### src/rtl/unary_acc_pkg.sv
// Shared types and constants for the unary-to-binary partial-sum accumulator.
`timescale 1ns/1ps
package unary_acc_pkg;

  localparam int LEN_WIDTH  = 16;
  localparam int PSUM_WIDTH = 32;

  typedef enum logic [1:0] {
    IDLE = 2'b00,
    RUN  = 2'b01,
    HOLD = 2'b10
  } state_t;

  typedef logic [LEN_WIDTH-1:0] len_t;

  // Bit patterns of the signed extremes; callers truncate to their own width.
  function automatic logic [63:0] acc_max(input int w);
    return (64'd1 << (w - 1)) - 64'd1;
  endfunction

  function automatic logic [63:0] acc_min(input int w);
    return 64'd1 << (w - 1);
  endfunction

  localparam logic [PSUM_WIDTH-1:0] ACC_MAX = PSUM_WIDTH'(acc_max(PSUM_WIDTH));
  localparam logic [PSUM_WIDTH-1:0] ACC_MIN = PSUM_WIDTH'(acc_min(PSUM_WIDTH));

endpackage

### src/rtl/unary_acc_sat_step.sv
// Combinational signed +1/-1 step that clamps at the two's-complement extremes.
`timescale 1ns/1ps
module sat_step
  import unary_acc_pkg::*;
#(
  parameter int ACC_WIDTH = PSUM_WIDTH
) (
  input  logic [ACC_WIDTH-1:0] acc,
  input  logic                 up,
  input  logic                 dn,
  output logic [ACC_WIDTH-1:0] next,
  output logic                 sat
);

  localparam logic [ACC_WIDTH-1:0] MAX = ACC_WIDTH'(acc_max(ACC_WIDTH));
  localparam logic [ACC_WIDTH-1:0] MIN = ACC_WIDTH'(acc_min(ACC_WIDTH));

  // Opposing requests cancel; a step past either extreme holds and flags.
  always_comb begin
    next = acc;
    sat  = 1'b0;
    if (up && !dn) begin
      if (acc == MAX) sat = 1'b1;
      else            next = acc + ACC_WIDTH'(1);
    end else if (dn && !up) begin
      if (acc == MIN) sat = 1'b1;
      else            next = acc - ACC_WIDTH'(1);
    end
  end

endmodule

### src/rtl/unary_acc.sv
// Accumulates a signed unary product stream over a programmed window onto an
// incoming partial sum and hands the result downstream over valid/ready.
`timescale 1ns/1ps
module unary_acc
  import unary_acc_pkg::*;
#(
  parameter int WIDTH     = LEN_WIDTH,
  parameter int ACC_WIDTH = PSUM_WIDTH
) (
  input  logic                 clk,
  input  logic                 rst_n,
  input  logic                 i_start,
  input  logic [WIDTH-1:0]     i_len,
  input  logic [ACC_WIDTH-1:0] i_psum,
  input  logic                 i_sign,
  input  logic                 i_en,
  input  logic                 i_bit,
  input  logic                 i_clear,
  input  logic                 i_ready,
  output logic                 o_valid,
  output logic [ACC_WIDTH-1:0] o_psum,
  output logic                 o_sat,
  output logic                 o_busy
);

  state_t               state;
  state_t               state_nx;
  logic [WIDTH-1:0]     cnt;
  logic [ACC_WIDTH-1:0] acc;
  logic                 sign;
  logic                 sat_flag;
  logic                 accept;
  logic                 step_en;
  logic [ACC_WIDTH-1:0] step_next;
  logic                 step_sat;

  // A new window may load from IDLE, or from HOLD in the handshake cycle.
  assign accept  = i_start && (i_len != '0) && !i_clear &&
                   ((state == IDLE) || ((state == HOLD) && i_ready));
  assign step_en = (state == RUN) && i_en && !i_clear;

  sat_step #(
    .ACC_WIDTH(ACC_WIDTH)
  ) u_step (
    .acc  (acc),
    .up   (step_en && i_bit && !sign),
    .dn   (step_en && i_bit && sign),
    .next (step_next),
    .sat  (step_sat)
  );

  always_comb begin
    state_nx = state;
    if (i_clear) begin
      state_nx = IDLE;
    end else begin
      case (state)
        IDLE: if (accept) state_nx = RUN;
        RUN:  if (i_en && (cnt == WIDTH'(1))) state_nx = HOLD;
        HOLD: if (i_ready) state_nx = accept ? RUN : IDLE;
        default: state_nx = IDLE;
      endcase
    end
  end

  always_ff @(posedge clk or negedge rst_n) begin
    if (!rst_n) state <= IDLE;
    else        state <= state_nx;
  end

  always_ff @(posedge clk or negedge rst_n) begin
    if (!rst_n) begin
      acc      <= '0;
      cnt      <= '0;
      sign     <= 1'b0;
      sat_flag <= 1'b0;
    end else if (accept) begin
      acc      <= i_psum;
      cnt      <= i_len;
      sign     <= i_sign;
      sat_flag <= 1'b0;
    end else if (step_en) begin
      acc <= step_next;
      if (step_sat)          sat_flag <= 1'b1;
      if (cnt != WIDTH'(1))  cnt <= cnt - WIDTH'(1);
    end
  end

  assign o_valid = (state == HOLD);
  assign o_busy  = (state != IDLE);
  assign o_psum  = acc;
  assign o_sat   = sat_flag;

endmodule

### config.mk
export PLATFORM = sky130hd
export DESIGN_NAME = unary_acc
export DESIGN_NICKNAME = d
export VERILOG_FILES = /design/src/rtl/unary_acc_pkg.sv /design/src/rtl/unary_acc_sat_step.sv /design/src/rtl/unary_acc.sv
export SDC_FILE = /design/constraint.sdc
export NUM_CORES = 1
export LEC_CHECK = 0
export ABC_AREA = 1
export CORE_ASPECT_RATIO = 0.6
export CORE_MARGIN = 4
export CORE_UTILIZATION = 40
export DETAILED_ROUTE_END_ITERATION = 8
export PLACE_DENSITY = 0.62
export SLEW_MARGIN = 30
export SYNTH_ARGS = -nofsm -noshare
export SYNTH_HDL_FRONTEND = slang
export SYNTH_SLANG_ARGS = --single-unit
### constraint.sdc
create_clock -name clk -period 5.8 [get_ports clk]
set_input_delay 1.16 -clock clk [delete_from_list [all_inputs] [get_ports clk]]
set_output_delay 1.16 -clock clk [all_outputs]
set_load 0.01 [all_outputs]
==> results_dict.tcl, run 1 <==
set metrics [dict create \
    status "complete, no violations" \
    yosysTopAreaCell "nand2_1" \
    pre_cts_slack_ns 1.70 \
    rows 33 \
    cts_buffers 5 \
    cts-htree-levels 2 \
    die_x_um 161 \
    whs_path_depth 2 \
    yosysWarnings 0 \
    grt_usage_pct 22.7 \
    synth_edf_count 0 \
    p_comb_share_pct 72.1 \
    grt_pass1_vias 5545 \
    cts.sinks 52 \
    dr.max_layer_used "met4" \
    cts_max_path_buffers 2 \
    synthFlopType "dfrtp_1" \
    switching_share_pct 54.7 \
    synth_nets 1100 \
    r2r_setup_slack_ns 2.78 \
    syn_inst 1010 \
    max_cap_violations 0 \
    tightest_slew_ns 0.758 \
    end_kind "register" \
    pwr-share-clk_pct 8.4 \
    met3_wirelength_mm 1.27 \
    rr_worst_depth 16 \
    synth-compound-area-share_pct 5.81 \
    antenna_found_initial 0 \
    cp_data_required_time_ns 5.99 \
    antenna_cells 0 \
    rsz0062_at_grt "no" \
    muxShareOfSynthArea_pct 0 \
    totalWireLength_mm 18.3 \
    wire_per_inst_um 14.2 \
    cts_root_buffer "clkbuf_16" \
    synthArstFlopShare_pct 100 \
    start_util_pct 41.0 \
    synth_most_common_cell "nand2_1" \
    endpoint "o_psum[29]" \
    synth_simple_gate_area_share_pct 49.5 \
    clock_latency_ns 0.30 \
    fin_area_mm2 0.00682 \
    regToRegEndpoint "o_psum[29]" \
    path_class "in2reg" \
    leakage_uw 0.00384 \
    fin_ws_ns 1.96 \
    power.density_mw_per_mm2 550 \
    crit_path_start_kind "input pin" \
    final-instance-count-excl-fill 1288 \
    cts_tree "yes" \
    path_max_fanout 33 \
    yosysSeqAreaShare_pct 23.2 \
    synth_top_family_by_area "simple AND/OR/NAND/NOR gates" \
    wl_met1_mm 10.1 \
    drc 0 \
    hp-class "reg2reg" \
    fp.dieArea_mm2 0.0160 \
    cts-resized-gates 0 \
    dp_hpwl_mm 14.6 \
    core_mm2 0.0137 \
    vdd.ir_drop.worst_v 0.000187 \
    drtAntennaViolNets 0 \
    drv_slew 0 \
    reg2reg_from "state[1]" \
    synth.distinct_cells 34 \
    synthAdderAreaFrac_pct 7.73 \
    intPower_uw 1700 \
    synth_top_area_share_pct 29.8 \
    cts_setup_buffers 0 \
    ys_top_cells_by_count "445 x nand2_1, 143 x inv_1, 134 x nor2_1" \
    overflow 0 \
    via_per_inst 4.78 \
    syn_area_mm2 0.00560 \
    vias 6153 \
    critPathLaunch "i_clear" \
    syn2layout_area_growth_pct 21.7 \
    avgSynthCellArea_um2 5.55 \
    drive_gt1_share_pct 3.19 \
    postCtsHoldBufs 0 \
    grt_max_degree 57 \
    fillCellCount 1476 \
    dr.pass1.iters 5 \
    route.met2.wl_mm 6.76 \
    gp_congestion 0.929 \
    layout.nets 1185 \
    min_period_ns 3.84 \
    dpl-instance-area_mm2 0.00667 \
    hold_start "o_sat" \
    final.setup.tns_ns 0 \
    clk_pin_slew_worst_paths_ns 0.08 \
    setup_violations 0 \
    drt-initial-drc-count 479 \
    portBuffers 90 \
    grt_pass1_wl_mm 29.3 \
    fin_crit_sh_pct 66.1 \
    die_h_um 99.7 \
    p_sw_uw 2050 \
    pwr-share-seq_pct 19.5 \
    max_freq_mhz 261 \
    yosys-top-cells-area "nand2_1 30%, dfrtp_1 23%, inv_1 9.6%, nor2_1 9.0%, ha_1 7.4%" \
    slew_headroom_pct 49.5 \
    pin_count 91 \
    placed_cells 1280 \
    worstPathArrival_ns 4.03 \
    hold_violations 0 \
    synth-xor-area-share_pct 1.88 \
    ys_seq_elements 52 \
    clock_skew_ns 0.00735 \
]
## critical path, cell delays in order
cell and delay [ns]:
clkdlybuf4s50_1 0.47, inv_2 0.05, nand4_2 0.11, nor2_4 0.07, inv_2 0.50, ha_1 0.44
or2_2 0.34, nand3_1 0.08, nand2_1 0.15, nand2_1 0.13, nand2_1 0.10, nand2_1 0.10
nand2_1 0.05, nand2_1 0.05, nand3_1 0.08, nand2_1 0.09, nand2_1 0.05
## flip-flops by register name, summed over array words and instances (netlist names)
register / count
o_sat: 1
cnt: 16
o_psum: 32
sign: 1
state: 2
## layout by cell type (no fill, tap or decap), types with 9 or more instances in the layout
cell type	Yosys	layout
a21oi_1	20	20
xor2_1	9	9
inv_2	10	10
nand3_1	77	77
clkdlybuf4s50_1	0	89
inv_1	143	143
nor2_1	134	134
nand2_1	445	445
ha_1	33	33
dfrtp_1	52	52
o21ai_0	15	15
## routing by layer
layer	GRT usage [%]	up-vias
met5	0	-
met4	3.08	0
met3	3.93	13
met2	31.6	189
met1	36.7	2673
li1	-	3278
## kinds of logic after synthesis
kind of cell / after synthesis
adder cells (fa/ha/maj): 34
AND/OR/NAND/NOR: 688
XOR/XNOR: 12
buffers and inverters: 168
AO/OA/AOI/OAI: 56
flip-flops: 52
## worst min path at each step
| stage | endpoint | slack (ns) |
|---|---|---|
| final | o_sat | 0.51 |
| after global placement | o_sat | 0.50 |
| after floorplan | cnt[13] | 0.49 |
| after CTS | o_sat | 0.53 |
| after detailed placement | o_sat | 0.51 |
| after global routing | o_sat | 0.56 |
## area by class of cell
| cell class | instances | area (um^2) | area share, % |
|---|---|---|---|
| flip-flops and latches | 52 | 1300 | 19.1 |
| repair buffers | 93 | 918 | 13.5 |
| multi-input cells | 790 | 3640 | 53.4 |
| clock buffers | 6 | 129 | 1.89 |
| clock inverters | 2 | 16.3 | 0.239 |
| well taps | 192 | 240 | 3.52 |
| inverters | 153 | 574 | 8.42 |
## power groups by stage
| stage | Clock, uW | Combinational, uW | Sequential (uW) |
|---|---|---|---|
| after floorplan | 0 | 1840 | 713 |
| after global routing | 336 | 3070 | 759 |
| after CTS | 323 | 2680 | 728 |
| after detailed placement | 0 | 2660 | 733 |
| final | 313 | 2700 | 731 |
| after global placement | 0 | 2650 | 736 |
## per-stage QoR
stage | hold slack (ns) | utilization (%) | power, uW
after global routing | 0.558 | 49.9 | 4170
after global placement | 0.497 | 48.8 | 3390
after detailed placement | 0.506 | 48.8 | 3390
after CTS | 0.525 | 49.9 | 3730
final | 0.508 | 49.9 | 3750
after floorplan | 0.495 | - | 2550
Note: power is estimated with default switching activity, not from simulation.
==> inputs of run 2 (changes only) <==
PLACE_DENSITY = 0.64   (was 0.62)
clock period = 3.45 ns   (was 5.8 ns; I/O delays follow)
==> results_dict.tcl, run 2 (synthesis results as in run 1) <==
set metrics [dict create \
    status "complete, no violations" \
    worstPathArrival_ns 3.38 \
    grt_pass1_wl_mm 29.7 \
    cts-resized-gates 0 \
    drt-initial-drc-count 593 \
    dr.pass1.iters 6 \
    drv_slew 0 \
    clk_pin_slew_worst_paths_ns 0.07 \
    final.setup.tns_ns 0 \
    cts_tree "yes" \
    tightest_slew_ns 0.619 \
    cts-htree-levels 2 \
    grt_max_degree 36 \
    cp_top_family "buffers and inverters" \
    fillCellCount 1455 \
    cp_data_required_time_ns 3.65 \
    cpMaxStageDelayCell "clkdlybuf4s50_1" \
    vias 6277 \
    overflow 0 \
    antenna_cells 0 \
    crit_buf_inv 6 \
    start_util_pct 41.0 \
    leakage_uw 0.00394 \
    grt_pass1_vias 5600 \
    via_per_inst 4.81 \
    slew_headroom_pct 58.7 \
    drtAntennaViolNets 0 \
    regToRegEndpoint "o_psum[18]" \
    path_class "in2reg" \
    pin_count 91 \
    cts.sinks 52 \
    dp_hpwl_mm 15.2 \
    r2r_setup_slack_ns 0.62 \
    crit_path_start_kind "input pin" \
    intPower_uw 2990 \
    die_x_um 161 \
    fin_ws_ns 0.271 \
    p_comb_share_pct 73.2 \
    largest_reg_flops 32 \
    end_kind "register" \
    max_freq_mhz 315 \
    antenna_found_initial 0 \
    postCtsHoldBufs 0 \
    syn2layout_area_growth_pct 24.4 \
    switching_share_pct 54.1 \
    min_period_ns 3.18 \
    reg2reg_from "state[1]" \
    fp.dieArea_mm2 0.0160 \
    path_max_fanout 22 \
    gp_congestion 0.928 \
    pwr-share-seq_pct 18.9 \
    portBuffers 90 \
    pwr-share-clk_pct 7.9 \
    rows 33 \
    power.density_mw_per_mm2 932 \
    whs_ns 0.397 \
    vdd.ir_drop.worst_v 0.000373 \
    totalWireLength_mm 18.7 \
    hp-class "in2async" \
    die_h_um 99.7 \
    path_cells "clkdlybuf4s50_1, inv_2, nand4_2, nor2_4, inv_2, ha_1, nand2_1, inv_1, nand2_1, nand2_1, inv_1, nand3_1, buf_4, or2_2, nand3_1, nand2_1, nand2_1, nand2_1" \
    setup_violations 0 \
    drc 0 \
    p_sw_uw 3510 \
    hold_violations 0 \
    layout_commonest_cell "nand2_1" \
    cts_buffers 5 \
    pre_cts_slack_ns -0.00841 \
    wire_per_inst_um 14.3 \
    cts_max_path_buffers 2 \
    final-seq-area_mm2 0.00130 \
    cts_setup_buffers 0 \
    core_mm2 0.0137 \
    multiInputGateArea_mm2 0.00364 \
    layout_common_cells "445 x nand2_1, 143 x inv_1, 134 x nor2_1" \
    drive_gt1_share_pct 4.76 \
    max_stage_delay_ns 0.47 \
    rsz0062_at_grt "no" \
    fin_crit_sh_pct 92.2 \
    rr_worst_depth 15 \
    grt_usage_pct 23.2 \
    max_cap_violations 0 \
    layout.nets 1203 \
    worst_path_most_repeated_cell "nand2_1" \
    clock_latency_ns 0.30 \
    clock_skew_ns 0.00706 \
    cts_root_buffer "clkbuf_16" \
]
==> run 2: changes by cell type in the layout (fill, tap and decap cells not counted), sizes merged <==
cell,before,now
buf,4,22
clkbuf,6,5
==> run 2: worst max path at each step <==
| stage | start | slack, ns | depth (start not counted) | endpoint |
|---|---|---|---|---|
| 3_3_place_gp | i_en | 0.02 | 13 | o_psum[11] |
| 3_5_place_dp | i_clear | -0.008 | 18 | o_psum[10] |
| 5_1_grt | i_clear | 0.05 | 19 | o_psum[26] |
| 4_1_cts | i_clear | 0.31 | 18 | o_psum[10] |
| 6_report | i_clear | 0.27 | 18 | o_psum[10] |
| 2_1_floorplan | i_clear | 0.77 | 13 | o_psum[7] |
==> run 2: area by class of cell <==
type | count | share of cell area, %
Multi-Input combinational cell | 790 | 52.2
Sequential cell | 52 | 18.7
Timing Repair Buffer | 111 | 15.5
Inverter | 153 | 8.24
Tap cell | 192 | 3.45
Clock buffer | 5 | 1.80
Clock inverter | 2 | 0.180
==> run 2: per-stage QoR <==
step           cell area (um^2)  util, %  cells  total power [uW]
4_1_cts                    6970     51.0   1305              6430
2_1_floorplan              5600        -   1010              4290
5_1_grt                    6970     51.0   1305              7210
6_report                   6970     51.0   1305              6500
3_3_place_gp               6830     50.0   1298              5890
3_5_place_dp               6830     50.0   1298              5890
==> run 2: per-layer routing <==
layer,global-route usage [%],routed length [um],share of wire (%),up-vias
met5,0,0,0,-
met4,3.28,164,0.88,0
met3,4.64,1520,8.1,13
met2,31.8,6900,37,208
met1,37.4,10100,54,2752
li1,-,-,-,3304
==> run 2: power by group through the flow <==
stage	sequential [uW]	clock (uW)	combinational, uW
2_1_floorplan	1200	0	3090
3_3_place_gp	1230	0	4660
3_5_place_dp	1230	0	4660
4_1_cts	1220	523	4690
5_1_grt	1280	543	5380
6_report	1230	515	4760
==> inputs of run 3 (changes only) <==
CELL_PAD_IN_SITES_DETAIL_PLACEMENT = 1   (was default)
CELL_PAD_IN_SITES_GLOBAL_PLACEMENT = 1   (was default)
CORE_UTILIZATION = 33   (was 40)
GPL_TIMING_DRIVEN = 0   (was default)
PLACE_DENSITY = 0.76   (was 0.64)
==> results_dict.tcl, run 3 (synthesis results as in run 1) <==
set metrics [dict create \
    status "complete, no violations" \
    path_class "in2reg" \
    cts-htree-levels 2 \
    clock_latency_ns 0.30 \
    path_cells "clkdlybuf4s50_1, nand4_2, nor2_4, buf_12, buf_4, inv_6, ha_1, nand2_1, inv_1, nand2_1, nor3_1, and2_1, nand2_1, nand3_1, nand3_1, nand2_1, nand2_1" \
    post-route-util_pct 43.1 \
    max_stage_delay_ns 0.51 \
    cpMaxStageDelayCell "clkdlybuf4s50_1" \
    grt_max_degree 36 \
    whs_ns 0.260 \
    slew_headroom_pct 44.4 \
    drive_gt1_share_pct 5.02 \
    power.density_mw_per_mm2 944 \
    min_period_ns 3.30 \
    worst_path_most_repeated_cell "nand2_1" \
    overflow 0 \
    postCtsHoldBufs 0 \
    tightest_slew_ns 0.835 \
    layout.nets 1204 \
    clock_skew_ns 0.00512 \
    portBuffers 90 \
    path_max_fanout 16 \
    totalWireLength_mm 22.7 \
    die_x_um 176 \
    worstPathArrival_ns 3.50 \
    fp.dieArea_mm2 0.0192 \
    wire_per_inst_um 16.9 \
    vdd.ir_drop.worst_v 0.000316 \
    crit_buf_inv 5 \
    syn2layout_area_growth_pct 26.4 \
    dr.pass1.iters 5 \
    cts_root_buffer "clkbuf_16" \
    leakage_uw 0.00394 \
    antenna_cells 0 \
    setup_violations 0 \
    pin_count 91 \
    total_power_uw 6680 \
    max_freq_mhz 303 \
    hp-class "in2async" \
    placed_cells 1329 \
    core_mm2 0.0164 \
    via_per_inst 4.87 \
    drt-initial-drc-count 396 \
    layout_commonest_cell "nand2_1" \
    cts_buffers 5 \
    max_cap_violations 0 \
    final-instance-count-excl-fill 1343 \
    cts_tree "yes" \
    cts_max_path_buffers 2 \
    multiInputGateArea_mm2 0.00366 \
    rows 36 \
    grt_pass1_vias 6446 \
    largest_reg_flops 32 \
    fillCellCount 2290 \
    final.setup.tns_ns 0 \
    hold_violations 0 \
    grt_usage_pct 23.5 \
    cp_top_family "simple AND/OR/NAND/NOR gates" \
    crit_path_start_kind "input pin" \
    dp_hpwl_mm 18.7 \
    cts.sinks 52 \
    drv_slew 0 \
    drc 0 \
    fin_crit_sh_pct 95.6 \
    drtAntennaViolNets 0 \
    grt_pass1_wl_mm 35.5 \
    vias 6536 \
    rsz0062_at_grt "no" \
    start_util_pct 34.1 \
    antenna_found_initial 0 \
    gp_congestion 0.910 \
    final-seq-area_mm2 0.00130 \
    end_kind "register" \
    layout_common_cells "445 x nand2_1, 143 x inv_1, 133 x nor2_1" \
    die_h_um 109 \
    clk_pin_slew_worst_paths_ns 0.08 \
    cp_data_required_time_ns 3.65 \
]
==> run 3: cell count changes in the layout (fill, tap and decap cells not counted), moves of 2 or more <==
cell	previous run	this run
buf_2	1	8
inv_6	0	2
buf_6	0	3
ha_1	33	29
buf_4	19	4
ha_2	0	3
clkbuf_1	0	3
==> run 3: power by group <==
group / total, uW / switching, uW / internal [uW]
registers: 1240 / 385 / 852
clock network: 639 / 274 / 365
logic: 4810 / 3040 / 1760
total: 6680 / 3700 / 2980
==> run 3: worst register-to-register path, cell delays in order, from the launching register on <==
cell     delay, ns
dfrtp_1       0.42
nor2_2        0.14
nand4_2       0.13
nor2_4        0.16
buf_12        0.15
buf_4         0.15
inv_6         0.08
ha_1          0.41
nand2_1       0.11
inv_1         0.11
nand2_1       0.11
nor3_1        0.27
and2_1        0.18
nand2_1       0.10
nand3_1       0.12
nand3_1       0.08
nand2_1       0.08
nand2_1       0.05
==> run 3: layout make-up <==
cell class                 instances  share of cell area, %
clock inverter                     2                  0.548
sequential                        52                   18.4
inverter                         153                   8.29
multi-input combinational        790                   51.7
timing repair inverter             2                  0.247
buffer                            15                   1.25
tap                              228                   4.03
timing repair buffer              95                   13.6
clock buffer                       6                   1.96
==> run 3: path summary, 6_finish.rpt <==
check                      startpoint         end  slack, ns  depth (start not counted)
max in group asynchronous       rst_n   o_psum[3]       2.70                          2
max                              i_en  o_psum[28]       0.15                         17
min in group clk                o_sat       o_sat       0.53                          2
min reg2reg                     o_sat       o_sat       0.53                          2
max reg2reg                  state[1]  o_psum[28]       0.52                         17
min                             rst_n  o_psum[24]       0.26                          1
==> run 3: per-layer routing <==
layer  wire length, um  global-route usage, %  vias up
li1                  -                      -     3320
met1             12500                   37.8     3046
met2              8770                   33.3      154
met3              1200                   3.05       16
met4               241                   3.89        0
met5                 0                      0        -
==> run 3: per-stage QoR <==
step,area [um^2],worst slack (ns)
after global routing,7080,0.00452
after global placement,6790,-0.301
final,7080,0.153
after detailed placement,6810,-0.371
after floorplan,5600,0.768
after CTS,6990,0.0998
==> run 3: what timing repair did <==
| action | in CTS | in global routing |
|---|---|---|
| gates resized for setup | 1 | 8 |
| buffers inserted | 0 | 4 |
| setup endpoints to repair | 3 | 12 |
| pin swaps | 0 | 1 |
| cloned | 0 | 2 |
| endpoints found under the hold margin | 0 | 0 |
